### config.mk
export PLATFORM = sky130hd
export DESIGN_NAME = lsu_ctrl
export DESIGN_NICKNAME = d
export VERILOG_FILES = /design/src/rtl/lsu_pkg.sv /design/src/rtl/lsu_align.sv /design/src/rtl/lsu_ctrl.sv
export SDC_FILE = /design/constraint.sdc
export NUM_CORES = 1
export LEC_CHECK = 0
export BUFFER_PORTS_ARGS = -buffer_cell sky130_fd_sc_hd__buf_2
export CORE_MARGIN = 3
export CORE_UTILIZATION = 45
export CTS_BUF_LIST = sky130_fd_sc_hd__clkbuf_16
export DETAILED_ROUTE_END_ITERATION = 12
export PLACE_DENSITY_LB_ADDON = 0.2
export RECOVER_POWER = 50
export SETUP_SLACK_MARGIN = 0.5
export SLEW_MARGIN = 10
export SYNTH_ARGS = -nofsm -noshare
export SYNTH_HDL_FRONTEND = slang
export SYNTH_HIERARCHICAL = 1
export SYNTH_SLANG_ARGS = --single-unit
### constraint.sdc
create_clock -name clk -period 11.62 [get_ports clk]
set_clock_uncertainty 0.15 [all_clocks]
set_input_delay 0 -clock clk [delete_from_list [all_inputs] [get_ports clk]]
set_output_delay 0 -clock clk [all_outputs]
set_load 0.03 [all_outputs]
### src/rtl/lsu_pkg.sv
// Shared constants and helpers for the load/store unit: funct3 encodings,
// access-size codes, FSM state encodings and request legality checks.
package lsu_pkg;

    localparam logic [2:0] F3_B  = 3'd0;
    localparam logic [2:0] F3_H  = 3'd1;
    localparam logic [2:0] F3_W  = 3'd2;
    localparam logic [2:0] F3_BU = 3'd4;
    localparam logic [2:0] F3_HU = 3'd5;

    // Access size is carried in funct3[1:0] for both loads and stores.
    localparam logic [1:0] SZ_B = 2'd0;
    localparam logic [1:0] SZ_H = 2'd1;
    localparam logic [1:0] SZ_W = 2'd2;

    typedef logic [1:0] lsu_state_t;

    localparam lsu_state_t ST_IDLE  = 2'd0;
    localparam lsu_state_t ST_EXEC  = 2'd1;
    localparam lsu_state_t ST_WRITE = 2'd2;
    localparam lsu_state_t ST_RESP  = 2'd3;

    function automatic logic f3_legal(input logic we, input logic [2:0] f3);
        if (we)
            return f3 inside {F3_B, F3_H, F3_W};
        else
            return f3 inside {F3_B, F3_H, F3_W, F3_BU, F3_HU};
    endfunction

    function automatic logic misaligned(input logic [2:0] f3, input logic [1:0] off);
        case (f3[1:0])
            SZ_H:    return off[0];
            SZ_W:    return off != 2'b00;
            default: return 1'b0;
        endcase
    endfunction

endpackage

### src/rtl/lsu_align.sv
// Little-endian lane handling: extended load extraction and sub-word store
// merging into a full memory word.
module lsu_align
    import lsu_pkg::*;
(
    input  logic [31:0] load_word,
    input  logic [31:0] store_word,
    input  logic [31:0] wdata,
    input  logic [1:0]  off,
    input  logic [2:0]  funct3,
    output logic [31:0] load_data,
    output logic [31:0] merge_data
);

    logic [7:0]  lane_b;
    logic [15:0] lane_h;

    always_comb begin
        lane_b = load_word[{off, 3'b000} +: 8];
        lane_h = off[1] ? load_word[31:16] : load_word[15:0];
        case (funct3)
            F3_B:    load_data = {{24{lane_b[7]}}, lane_b};
            F3_BU:   load_data = {24'h000000, lane_b};
            F3_H:    load_data = {{16{lane_h[15]}}, lane_h};
            F3_HU:   load_data = {16'h0000, lane_h};
            default: load_data = load_word;
        endcase
    end

    always_comb begin
        merge_data = store_word;
        case (funct3[1:0])
            SZ_B: merge_data[{off, 3'b000} +: 8] = wdata[7:0];
            SZ_H: begin
                if (off[1])
                    merge_data[31:16] = wdata[15:0];
                else
                    merge_data[15:0] = wdata[15:0];
            end
            default: merge_data = wdata;
        endcase
    end

endmodule

### src/rtl/lsu_ctrl.sv
// Load/store unit FSM: accepts one access at a time, rejects bad requests
// without touching memory, and performs sub-word stores as read-modify-write.
module lsu_ctrl
    import lsu_pkg::*;
#(
    parameter int unsigned MEM_WORDS = 64
) (
    input  logic        clk,
    input  logic        reset,
    input  logic        req,
    input  logic        req_we,
    input  logic [2:0]  req_funct3,
    input  logic [31:0] req_addr,
    input  logic [31:0] req_wdata,
    output logic        ready,
    output logic        done,
    output logic        err,
    output logic [31:0] rdata,
    output logic        mem_we,
    output logic [31:0] mem_a,
    output logic [31:0] mem_wd,
    input  logic [31:0] mem_rd
);

    lsu_state_t  state;
    logic [31:0] addr_q;
    logic [2:0]  funct3_q;
    logic        we_q;
    logic [31:0] wdata_q;
    logic        err_q;
    logic [31:0] merge_q;

    logic        accept;
    logic        req_bad;
    logic        sub_word;
    logic [31:0] load_data;
    logic [31:0] merge_data;

    assign accept   = req & ready;
    assign req_bad  = !f3_legal(req_we, req_funct3)
                    | misaligned(req_funct3, req_addr[1:0])
                    | ({2'b00, req_addr[31:2]} >= MEM_WORDS);
    assign sub_word = funct3_q[1:0] != SZ_W;

    lsu_align u_align (
        .load_word  (mem_rd),
        .store_word (merge_q),
        .wdata      (wdata_q),
        .off        (addr_q[1:0]),
        .funct3     (funct3_q),
        .load_data  (load_data),
        .merge_data (merge_data)
    );

    always_ff @(posedge clk or posedge reset) begin
        if (reset) begin
            state    <= ST_IDLE;
            addr_q   <= '0;
            funct3_q <= '0;
            we_q     <= 1'b0;
            wdata_q  <= '0;
            err_q    <= 1'b0;
            merge_q  <= '0;
            rdata    <= '0;
        end else begin
            case (state)
                ST_IDLE: begin
                    if (accept) begin
                        addr_q   <= req_addr;
                        funct3_q <= req_funct3;
                        we_q     <= req_we;
                        wdata_q  <= req_wdata;
                        err_q    <= req_bad;
                        state    <= req_bad ? ST_RESP : ST_EXEC;
                    end
                end
                ST_EXEC: begin
                    if (!we_q) begin
                        rdata <= load_data;
                        state <= ST_RESP;
                    end else if (sub_word) begin
                        merge_q <= mem_rd;
                        state   <= ST_WRITE;
                    end else begin
                        state <= ST_RESP;
                    end
                end
                ST_WRITE: state <= ST_RESP;
                default:  state <= ST_IDLE;
            endcase
        end
    end

    assign ready = state == ST_IDLE;
    assign done  = state == ST_RESP;
    assign err   = done & err_q;
    assign mem_a = {addr_q[31:2], 2'b00};

    // Decoded from state so an asynchronous reset kills a pending write at once.
    always_comb begin
        mem_we = 1'b0;
        mem_wd = '0;
        case (state)
            ST_EXEC: begin
                if (we_q && !sub_word) begin
                    mem_we = 1'b1;
                    mem_wd = wdata_q;
                end
            end
            ST_WRITE: begin
                mem_we = 1'b1;
                mem_wd = merge_data;
            end
            default: ;
        endcase
    end

endmodule

== Yosys cells after proc, flatten, opt, wreduce, memory -nomap -nowiden ==
Cells that the tools add are included.
Word-level totals
  output and inout port bits: 100
  logic and storage cells: 63
  bits in registers: 135
  input bits: 103
Cells by class
  reduce and logical (&&, ||, !) cells: 13
  multiplexer cells: 17
  bitwise logic cells: 5
  shift operators: 3
  eq/ne operators: 15
  $lt $le $gt $ge: 1
  $add $sub $neg: 1
Operators by type and width (number)
  $pmux W32 S2: 2
  $pmux W32 S4: 1
  $mux W16: 3
  $bwmux W32: 1
  $mux W32: 1
  $shift A8 B7 Y32 const A: 1
  $shiftx A32 B6 Y8: 1
  $shiftx A8 B7 Y32: 1
  $ge A30 B7 Y1 const B: 1
  $eq A3 B3 Y1 const B: 4
  $neg A5 Y7: 1
  $eq A2 B1 Y1 const B: 3
  $eq A2 B2 Y1 const B: 3
  $eq A3 B1 Y1 const B: 2
  $logic_not A3 Y1: 2
  $pmux W2 S3: 1
  $reduce_bool A5 Y1: 1
  $logic_not A2 Y1: 2
  $mux W1: 4
  $mux W2: 2
  $pmux W1 S2: 2
  $reduce_and A2 Y1: 2
  $eq A3 B2 Y1 const B: 1
  $reduce_and A3 Y1: 1
  9 further kinds: 12

== Logic depth before layout (Yosys ltp) ==
Gate-level depths: netlist of the first run.
  depth in word-level cells: 9
  mapped depth: 10
  gate-level depth less buffers: 7

== Cells and area by module ==
The synthesis of the first run kept the hierarchy.
Modules (own cells, without submodules)
  lsu_ctrl: cells an instance 441, instances 1, sequential area each 3378.2 um^2, area each 5938.2 um^2
  lsu_align: cells an instance 254, instances 1, sequential area each 0.0 um^2, area each 1811.7 um^2

== Least setup slack after synthesis of the first run ==
Ideal clock, no wire load.
  kind: register -> output
  start point: register addr_q[1]
  end point: output port mem_wd[7]
  cell stages (with the launch flop): 10
  buffers on the path: 2
  path slack: 9.053 ns
  data arrival time: 2.417 ns
  required time: 11.470 ns
  cell sequence: dfrtp_1 -> buf_2 -> buf_4 -> inv_2 -> ha_1 -> nand3b_1 -> o311ai_2 -> a22o_1 -> a22oi_1 -> nor2_1
On the way
  longest elaborated chain between the ends: 5
  elaborated cells on any way between the ends: 7
  classes of those cells: add/sub (1); shift (2); mux (4)
RTL lines
  start, declared: RTL line lsu_ctrl.sv:26  | logic [31:0] addr_q;
  start signal, assigned: RTL line lsu_ctrl.sv:69  | addr_q <= req_addr;
  $neg A5 Y7: RTL line lsu_align.sv:33  | SZ_B: merge_data[{off, 3'b000} +: 8] = wdata[7:0];
  $shiftx A8 B7 Y32 or $shift A8 B7 Y32 (tied branches): RTL line lsu_align.sv:33
  $bwmux W32: RTL line lsu_align.sv:33
  $pmux W32 S2 (*): RTL line lsu_align.sv:32  | case (funct3[1:0])
  via merge_data[7]: RTL line lsu_ctrl.sv:37  | logic [31:0] merge_data;
  $pmux W32 S2 (*): RTL line lsu_ctrl.sv:103  | case (state)
  end, declared: RTL line lsu_ctrl.sv:21  | output logic [31:0] mem_wd,
Mark *: on every way through the listed nets, which the timed path passes. The rest lies on a longest branch.

==> flow_metrics.tcl, run 1 <==
set metrics [dict create \
    htreeDepth 4 \
    fp-row-count 47 \
    crit_buf_inv 4 \
    path_depth 4 \
    clkTransAtPathRegs_ps 60 \
    layout_common_cells "dfrtp_1, buf_2, mux2_2" \
    syn_avg_cell_area_sq_um 11.15 \
    ctsResizeCount 0 \
    dp.cells 1042 \
    dr.pass1.iters 5 \
    die_area_sq_um 18830 \
    grt_pass1_vias 6542 \
    yosys_warnings 6 \
    setup_tns_ps 0 \
    p_sw_share_pct 45.45 \
    post_drt_wl_per_cell_um 19.40 \
    track_usage_pct 24.39 \
    powerDensity_nw_per_um2 306.6 \
    hold_start "req_wdata[21]" \
    synth_flop_cell "dfrtp_1" \
    vdd_drop_max_v 0.0001483 \
    antenna_found_initial 0 \
    port_buffers 200 \
    ys_ff_latch 135 \
    cts_tree "yes" \
    clockRootBuffer "clkbuf_16" \
    min_period_ps 5251 \
    drc 0 \
    stdcell_area_sq_um 10130 \
    syn_inst 695 \
    fill_cells 1415 \
    r2r-start "state[0]" \
    layout-drive-gt1-share_pct 35.04 \
    p_seq_share_pct 29.9 \
    path_max_fanout 78 \
    hold_path_class "in2reg" \
    finalNonFillerCells 1177 \
    multi_input_area_sq_um 3775 \
    rr_worst_depth 5 \
    seq_area_frac_synth_pct 43.59 \
    hold_path_depth 3 \
    p_switching_mw 1.412 \
    wl_um 22830 \
    clk_latency_ps 420 \
    p_leak_nw 4.456 \
    p_comb_share_pct 52.2 \
    die_w_um 137.2 \
    period_share_pct 45.19 \
    numCtsBuffers 17 \
    worst_pin_slew_ps 3443 \
    crit_required_ps 11310 \
    routed_via_density 5.585 \
    cp.arrival_ps 4940 \
    crit_path_end_kind "asynchronous set/reset pin" \
    ys_types 65 \
    coreArea_sq_um 16700 \
    worst_setup_path_start_kind "input port" \
    slowest_delay_ps 2300 \
    synth_edf_count 0 \
    maxSlewHeadroom_pct -130.8 \
    synthArstFlopShare_pct 100.0 \
    routabilityCongestion 0.8703 \
    cp-startpoint "reset" \
    clock_power_share_pct 17.9 \
    grt_overflow 0 \
    nets 1058 \
    placed_area_sq_um 8588 \
    clock_path_buffers 2 \
    die_y_um 137.2 \
    critPathTopFamily "buffers and inverters" \
    ant_nets 0 \
    syn2layout_area_growth_pct 30.72 \
    initial_core_util_pct 46.40 \
    crit_chain "dlygate4sd3_1, buf_2, clkinvlp_2, clkbuf_1" \
    rsz0062_at_grt "false" \
    setup_viol 0 \
    drv_cap 2 \
    dp_hpwl_um 15610 \
    max_freq_mhz 190.5 \
    grt_max_degree 79 \
    vias 6573 \
    cts_num_sinks 135 \
    violations "max-capacitance violations, max-slew violations" \
    drv_slew 138 \
    register_area_sq_um 3378 \
    p_int_mw 1.694 \
    outcome "finished, violations left" \
    synth_area_sq_um 7750 \
    drt_iter0_markers 508 \
    io_pins 203 \
    grt_first_pass_wirelength_um 35750 \
    crit_path_top_delay_cell "clkbuf_1" \
    timing_worst_setup_path_type "in2async" \
    hold_viol 0 \
]
==> final timing paths <==
path                                     to  slack, ps
worst max-delay path              rdata[21]       6370
worst min-delay path            wdata_q[21]        190
worst max register to register  wdata_q[10]       8920
worst min register to register        err_q        340
max in group clk                 mem_wd[27]       7800
min in group asynchronous         addr_q[3]        970
==> routing by layer <==
| metal | vias up | global-route usage [%] | share of wire, % |
|---|---|---|---|
| met5 | - | 0 | 0 |
| met3 | 25 | 4.127 | 5.4 |
| met1 | 3288 | 34.78 | 46 |
| met4 | 0 | 6.541 | 1.3 |
| met2 | 242 | 38.66 | 48 |
| li1 | 3018 | - | - |
==> tightest hold or removal path: cells and delay by family <==
kind / cells / cell delay, ps
buffers and inverters: 2 / 600
multiplexers: 1 / 120
==> power by group through the flow <==
stage	logic, mW	clock network, mW	registers [mW]
after floorplan	1.26	0	0.944
final	1.62	0.554	0.929
after detailed placement	1.62	0	0.928
after CTS	1.65	0.565	0.922
after global placement	1.58	0	0.914
after global routing	1.75	0.585	0.961
==> Yosys cell counts (5+ instances only) <==
cell / n / area, sq um
a22o_1: 7 / 61.31
nand2_1: 49 / 183.9
buf_2: 25 / 125.1
o221ai_1: 26 / 227.7
a22oi_1: 46 / 345.3
nor2_1: 54 / 202.7
nor4_1: 6 / 37.54
inv_1: 22 / 82.58
clkbuf_1: 14 / 52.55
mux2_2: 133 / 1498
a221o_1: 8 / 80.08
a21boi_0: 8 / 60.06
ha_1: 12 / 150.1
mux2i_1: 10 / 100.1
o22ai_1: 16 / 100.1
buf_6: 5 / 56.30
nor2b_1: 14 / 87.58
a21oi_1: 10 / 50.05
buf_4: 37 / 277.8
dfrtp_1: 135 / 3378
==> metrics by stage <==
stage / setup WS [ps] / util, % / hold WS, ps / power, mW
3_3_place_gp: 8183 / 51.42 / 14.13 / 2.491
4_1_cts: 7514 / 61.14 / 124.2 / 3.137
3_5_place_dp: 7969 / 51.42 / 29.29 / 2.545
6_report: 6369 / 60.66 / 189.1 / 3.106
5_1_grt: 5240 / 60.65 / 189.9 / 3.297
2_1_floorplan: 7859 / - / -15.30 / 2.207
==> cells by family after synthesis <==
kind of cell    Yosys count  synth area share (%)
compound gates          148                 15.89
fa+ha+maj                12                 1.937
flops                   135                 43.59
buf+inv                 108                 7.959
simple gates            141                 8.670
other cells               1               0.04839
mux                     150                 21.91
==> sequential cells by signal, indices dropped and copies added, names as in the netlist <==
register	count
addr_q	32
state	2
funct3_q	3
wdata_q	32
rdata	32
we_q	1
err_q	1
merge_q	32
==> what timing repair did <==
| action | 4_1_cts | 5_1_grt |
|---|---|---|
| hold buffers | 102 | 0 |
| hold endpoints to repair | 210 | 0 |
| buffers inserted | 0 | 0 |
==> final cells by class <==
type,count,area share [%]
multi-input cells,453,37.26
flip-flops and latches,135,33.35
repair buffers,310,19.71
clock buffers,17,4.199
well taps,220,2.717
clock inverters,15,1.741
inverters,26,1.000
diodes,1,0.02470
Power figures use the tool's default switching activity.
==> inputs of run 2 (changes only) <==
==> constraint.sdc (replaced) <==
create_clock -name clk -period 5 [get_ports clk]
set_clock_uncertainty 0.15 [all_clocks]
set_input_delay 0 -clock clk [delete_from_list [all_inputs] [get_ports clk]]
set_output_delay 0 -clock clk [all_outputs]
set_load 0.03 [all_outputs]
==> run 2 against run 1 <==
Compared with the run above: the run still ends with max-capacitance violations, max-slew violations left; register-to-register slack got worse by 6600 ps; via count fell by 0.84%; first-iteration DRC count fell by 3.1%; worst setup slack got worse by 5400 ps; sequential share of layout area rose by 0.054 points; cell count did not move; final area fell by 0.16%; global-route usage rose by 0.15 points; count of clock-buffer cells in the layout did not move; die area did not move; sequential power rose by 130%; combinational power rose by 130%.
==> flow_metrics.tcl, run 2 (synthesized netlist as in run 1, its figures left out) <==
set metrics [dict create \
    pre_cts_ws_ps 1444 \
    cts_num_sinks 135 \
    syn2layout_area_growth_pct 30.51 \
    setup_viol 0 \
    track_usage_pct 24.54 \
    numCtsBuffers 17 \
    fill_cells 1420 \
    post-route-worst-setup-slack_ps 969.4 \
    coreArea_sq_um 16700 \
    vias 6518 \
    rr_worst_depth 5 \
    setup_tns_ps 0 \
    layout-drive-gt1-share_pct 34.83 \
    die_area_sq_um 18830 \
    vdd_drop_max_v 0.0003624 \
    initial_core_util_pct 46.40 \
    rrSetupSlack_ps 2300 \
    drv_slew 82 \
    stdcell_area_sq_um 10110 \
    timing_worst_setup_path_type "reg2out" \
    grt_pass1_vias 6718 \
    htreeDepth 4 \
    r2r-start "state[1]" \
    multi_input_area_sq_um 3769 \
    grt_first_pass_wirelength_um 36070 \
    path_max_fanout 20 \
    drv_cap 1 \
    routabilityCongestion 0.8445 \
    clk_latency_ps 410 \
    cts_tree "yes" \
    register_area_sq_um 3378 \
    die_y_um 137.2 \
    period_share_pct 80.61 \
    r2r_end "addr_q[17]" \
    fp-row-count 47 \
    post_drt_wl_per_cell_um 19.20 \
    dr.pass1.iters 5 \
    antenna_found_initial 0 \
    grt_max_degree 82 \
    clkTransAtPathRegs_ps 60 \
    io_pins 203 \
    maxSlewHeadroom_pct -110.0 \
    hold_viol 0 \
    wl_um 22600 \
    ant_nets 0 \
    die_w_um 137.2 \
    total_power_mw 7.175 \
    layout_common_cells "dfrtp_1, buf_2, mux2_2" \
    crit_path_end_kind "primary output" \
    post-cts-setup-buffers 0 \
    nets 1058 \
    worst_pin_slew_ps 3150 \
    worstHoldEndpoint "wdata_q[28]" \
    worst_setup_path_start_kind "flop" \
    clock_path_buffers 2 \
    grt_overflow 0 \
    dp_hpwl_um 15550 \
    drt_iter0_markers 492 \
    port_buffers 200 \
    violations "max-capacitance violations, max-slew violations" \
    routed_via_density 5.538 \
    drc 0 \
    hold_path_class "in2reg" \
    max_freq_mhz 248.1 \
    cp.arrival_ps 3880 \
    hold_path_depth 3 \
    placed_area_sq_um 8588 \
    clockRootBuffer "clkbuf_16" \
    ctsResizeCount 0 \
    holdBufCountCts 102 \
    powerDensity_nw_per_um2 709.3 \
    min_period_ps 4031 \
    rsz0062_at_grt "false" \
    p_leak_nw 4.456 \
    hold_start "req_wdata[28]" \
    outcome "finished, violations left" \
    crit_required_ps 4850 \
]
## run 2: changes by cell type in the layout (fill, tap and decap cells not counted)
cell / before / now
inv_1: 22 / 25
clkinv_1: 2 / 1
nor4bb_2: 1 / 0
buf_4: 7 / 8
inv_6: 4 / 1
clkbuf_1: 66 / 65
clkinv_2: 2 / 3
clkinvlp_2: 1 / 0
clkinvlp_4: 1 / 4
clkinv_4: 3 / 1
nor4bb_1: 0 / 1
## run 2: worst max-delay path by stage
| stage | from | endpoint | slack [ps] | cells after the start |
|---|---|---|---|---|
| 2_1_floorplan | reset | addr_q[0] | 1240 | 1 |
| 3_3_place_gp | addr_q[0] | mem_wd[27] | 1590 | 8 |
| 3_5_place_dp | addr_q[0] | mem_wd[27] | 1440 | 8 |
| 4_1_cts | addr_q[0] | mem_wd[27] | 1000 | 8 |
| 5_1_grt | addr_q[0] | mem_wd[25] | 600 | 8 |
| 6_report | addr_q[0] | mem_wd[29] | 970 | 8 |
## run 2: area by class of cell
cell class | count | share of cell area, %
Multi-Input combinational cell | 453 | 37.26
Sequential cell | 135 | 33.40
Timing Repair Buffer | 310 | 19.78
Clock buffer | 17 | 4.206
Tap cell | 220 | 2.721
Clock inverter | 15 | 1.620
Inverter | 26 | 0.9896
Antenna cell | 1 | 0.02474
## run 2: critical path, cell delays in order, from the launching register on
cell and delay (ps):
dfrtp_1 830, inv_1 270, ha_1 410, nor4bb_1 1020, a21oi_1 170, o221ai_1 250
a22oi_1 120, nor2_1 160, buf_2 240
## run 2: per-stage QoR
stage                     instances  utilization (%)  hold slack, ps
after floorplan                 696                -          -15.30
after global placement         1042            51.42           32.12
after detailed placement       1042            51.42           45.95
after CTS                      1176            61.07           146.0
after global routing           1176            60.55           196.1
final                          1177            60.56           192.6
## run 2: per-layer routing
metal  vias to the layer above  track usage (%)  part of all wire, %
li1                       3021                -                    -
met1                      3212            34.41                   46
met2                       254            38.83                   47
met3                        31            4.931                  5.7
met4                         0            6.929                  1.8
met5                         -                0                    0
## run 2: power breakdown
| group | switching (mW) | total [mW] | internal, mW |
|---|---|---|---|
| registers | 0.504 | 2.16 | 1.66 |
| logic | 2.27 | 3.76 | 1.49 |
| clock network | 0.481 | 1.26 | 0.777 |
| total | 3.25 | 7.17 | 3.92 |
==> inputs of run 3 (changes only) <==
--- a/config.mk
+++ b/config.mk
@@ -5,6 +5,7 @@
 export SDC_FILE = /design/constraint.sdc
 export NUM_CORES = 1
 export LEC_CHECK = 0
+export ABC_AREA = 1
 export BUFFER_PORTS_ARGS = -buffer_cell sky130_fd_sc_hd__buf_2
 export CORE_MARGIN = 3
 export CORE_UTILIZATION = 45
==> constraint.sdc (replaced) <==
create_clock -name clk -period 3.85 [get_ports clk]
set_clock_uncertainty 0.15 [all_clocks]
set_input_delay 0 -clock clk [delete_from_list [all_inputs] [get_ports clk]]
set_output_delay 0 -clock clk [all_outputs]
set_load 0.03 [all_outputs]
==> run 3 against run 2 <==
Compared with the run above: cell count grew 37%; synthesized cell count grew 62%; die area grew 2.6%; combinational power grew 21%; sequential share of layout area shrank 0.91 points; power grew 23%; hold slack lost 28 ps; critical path depth grew 3; the run still ends with max-capacitance violations, max-slew violations left; register-to-register slack lost 1000 ps; first-iteration DRC count grew 1.2%; final area grew 2.8%.
==> flow_metrics.tcl, run 3 <==
set metrics [dict create \
    outcome "finished, violations left" \
    violations "max-capacitance violations, max-slew violations" \
    register_area_sq_um 3378 \
    clockRootBuffer "clkbuf_16" \
    cts_tree "yes" \
    synth_area_leaders "dfrtp_1, nand2_1, mux2_2" \
    coreArea_sq_um 16940 \
    period_share_pct 73.77 \
    drv_slew 136 \
    dr.pass1.iters 5 \
    nets 1494 \
    setup_tns_ps 0 \
    port_buffers 200 \
    track_usage_pct 25.74 \
    min_period_ps 2840 \
    hold_path_depth 4 \
    fp-row-count 47 \
    fill_cells 1586 \
    wl_um 24930 \
    rsz0062_at_grt "false" \
    vdd_drop_max_v 0.0004973 \
    syn_avg_cell_area_sq_um 7.067 \
    rrSetupSlack_ps 1290 \
    drv_cap 1 \
    post_drt_wl_per_cell_um 15.48 \
    synth_edf_count 0 \
    clock_path_buffers 2 \
    mostFrequentLayoutCell "nand2_1" \
    whs_ps 165.0 \
    multi_input_area_sq_um 3760 \
    r2r-start "state[0]" \
    timing_worst_setup_path_type "reg2out" \
    htreeDepth 4 \
    io_pins 203 \
    p_leak_nw 5.491 \
    synth.most_common_cell "nand2_1" \
    placed_area_sq_um 8884 \
    synth_area_sq_um 7958 \
    num_antenna_cells 0 \
    vias 7995 \
    netlist.area_leader.share_pct 42.45 \
    dp_hpwl_um 16780 \
    clkTransAtPathRegs_ps 60 \
    setup_viol 0 \
    numCtsBuffers 17 \
    antenna_found_initial 0 \
    pre_cts_ws_ps 1278 \
    drt_iter0_markers 498 \
    cp.arrival_ps 2690 \
    die_y_um 139.0 \
    ant_nets 0 \
    die_area_sq_um 19320 \
    path_max_fanout 9 \
    drc 0 \
    synth.largest_area_cell "dfrtp_1" \
    syn_inst 1126 \
    initial_core_util_pct 46.99 \
    layout_common_cells "nand2_1, buf_2, dfrtp_1" \
    clk_latency_ps 420 \
    grt_first_pass_wirelength_um 40390 \
    ys_ff_latch 135 \
    hold_viol 0 \
    routed_via_density 4.963 \
    ctsResizeCount 0 \
    grt_overflow 0 \
    seq_area_frac_synth_pct 42.45 \
    crit_path_end_kind "primary output" \
    synthArstFlopShare_pct 100.0 \
    r2r_end "addr_q[13]" \
    post-route-worst-setup-slack_ps 1010 \
    worstHoldEndpoint "wdata_q[17]" \
    crit_required_ps 3700 \
    cts_num_sinks 135 \
    yosys_warnings 6 \
    synth_flop_cell "dfrtp_1" \
    routabilityCongestion 0.8700 \
    hold_path_class "in2reg" \
    maxSlewHeadroom_pct -26.30 \
    dp.cells 1478 \
    grt_pass1_vias 7918 \
    finalNonFillerCells 1611 \
    syn2layout_area_growth_pct 30.68 \
    rr_worst_depth 8 \
    grt_max_degree 136 \
    ys_types 32 \
    hold_start "req_wdata[17]" \
    powerDensity_nw_per_um2 850.6 \
    worst_setup_path_start_kind "flop" \
    synthTopCellsByCount "nand2_1, dfrtp_1, inv_1, o21ai_0, nor2_1" \
    max_freq_mhz 352.1 \
    worst_pin_slew_ps 1894 \
    die_w_um 139.0 \
    layout-drive-gt1-share_pct 18.55 \
    stdcell_area_sq_um 10400 \
]
## run 3: layer usage
metal	global-route usage (%)	up-vias	wire length (um)
met5	0	-	0
li1	-	3941	-
met4	5.973	0	370
met1	33.14	3749	10680
met3	5.586	33	1591
met2	44.52	272	12290
## run 3: worst max-delay path by stage
stage,from,endpoint,slack [ps],cells after the start
after global routing,addr_q[0],mem_wd[8],790,11
after floorplan,addr_q[0],mem_wd[10],1570,11
final,addr_q[0],mem_wd[12],1010,11
after global placement,state[0],addr_q[4],1390,8
after CTS,addr_q[0],mem_wd[12],1080,11
after detailed placement,state[0],addr_q[11],1280,8
## run 3: logic make-up (layout without fill, tap and decap cells)
family,count (synthesis),count (layout),synth area share [%]
other,1,2,0.04712
and+or+nand+nor,659,659,33.29
DFF,135,135,42.45
muxes,32,32,4.528
adders and majority gates,12,12,1.887
buffers and inverters,175,439,10.38
AOI/OAI and AO/OA,112,112,7.422
## run 3: what timing repair did
item / in CTS / in global routing
endpoints found under the setup margin: 0 / 0
setup buffers: 0 / 0
hold buffers: 102 / 0
endpoints found under the hold margin: 270 / 0
## run 3: final cells by class
class | count | share of cell area [%]
clock inverters | 14 | 1.528
well taps | 220 | 2.647
clock buffers | 17 | 4.091
flip-flops and latches | 135 | 32.49
inverters | 92 | 3.381
multi-input cells | 817 | 36.16
repair buffers | 316 | 19.71
## run 3: per-stage QoR
step | utilization, % | power [mW]
2_1_floorplan | - | 6.077
3_3_place_gp | 52.45 | 7.125
3_5_place_dp | 52.45 | 7.184
4_1_cts | 61.93 | 8.935
5_1_grt | 61.40 | 9.529
6_report | 61.40 | 8.845
## run 3: critical path, cell delays in order (launching register included)
cell and delay, ps:
dfrtp_1 350, inv_1 160, ha_1 380, inv_1 60
nor2_1 440, nand3b_1 200, nand2_1 100, nand2_1 60
nand2_1 70, nand2_1 50, a21oi_1 170, buf_2 220
## run 3: where the power goes
group          switching (mW)  internal, mW
Sequential              0.540          2.11
Combinational            3.17          1.39
Clock                   0.629          1.01
Total                    4.34          4.51
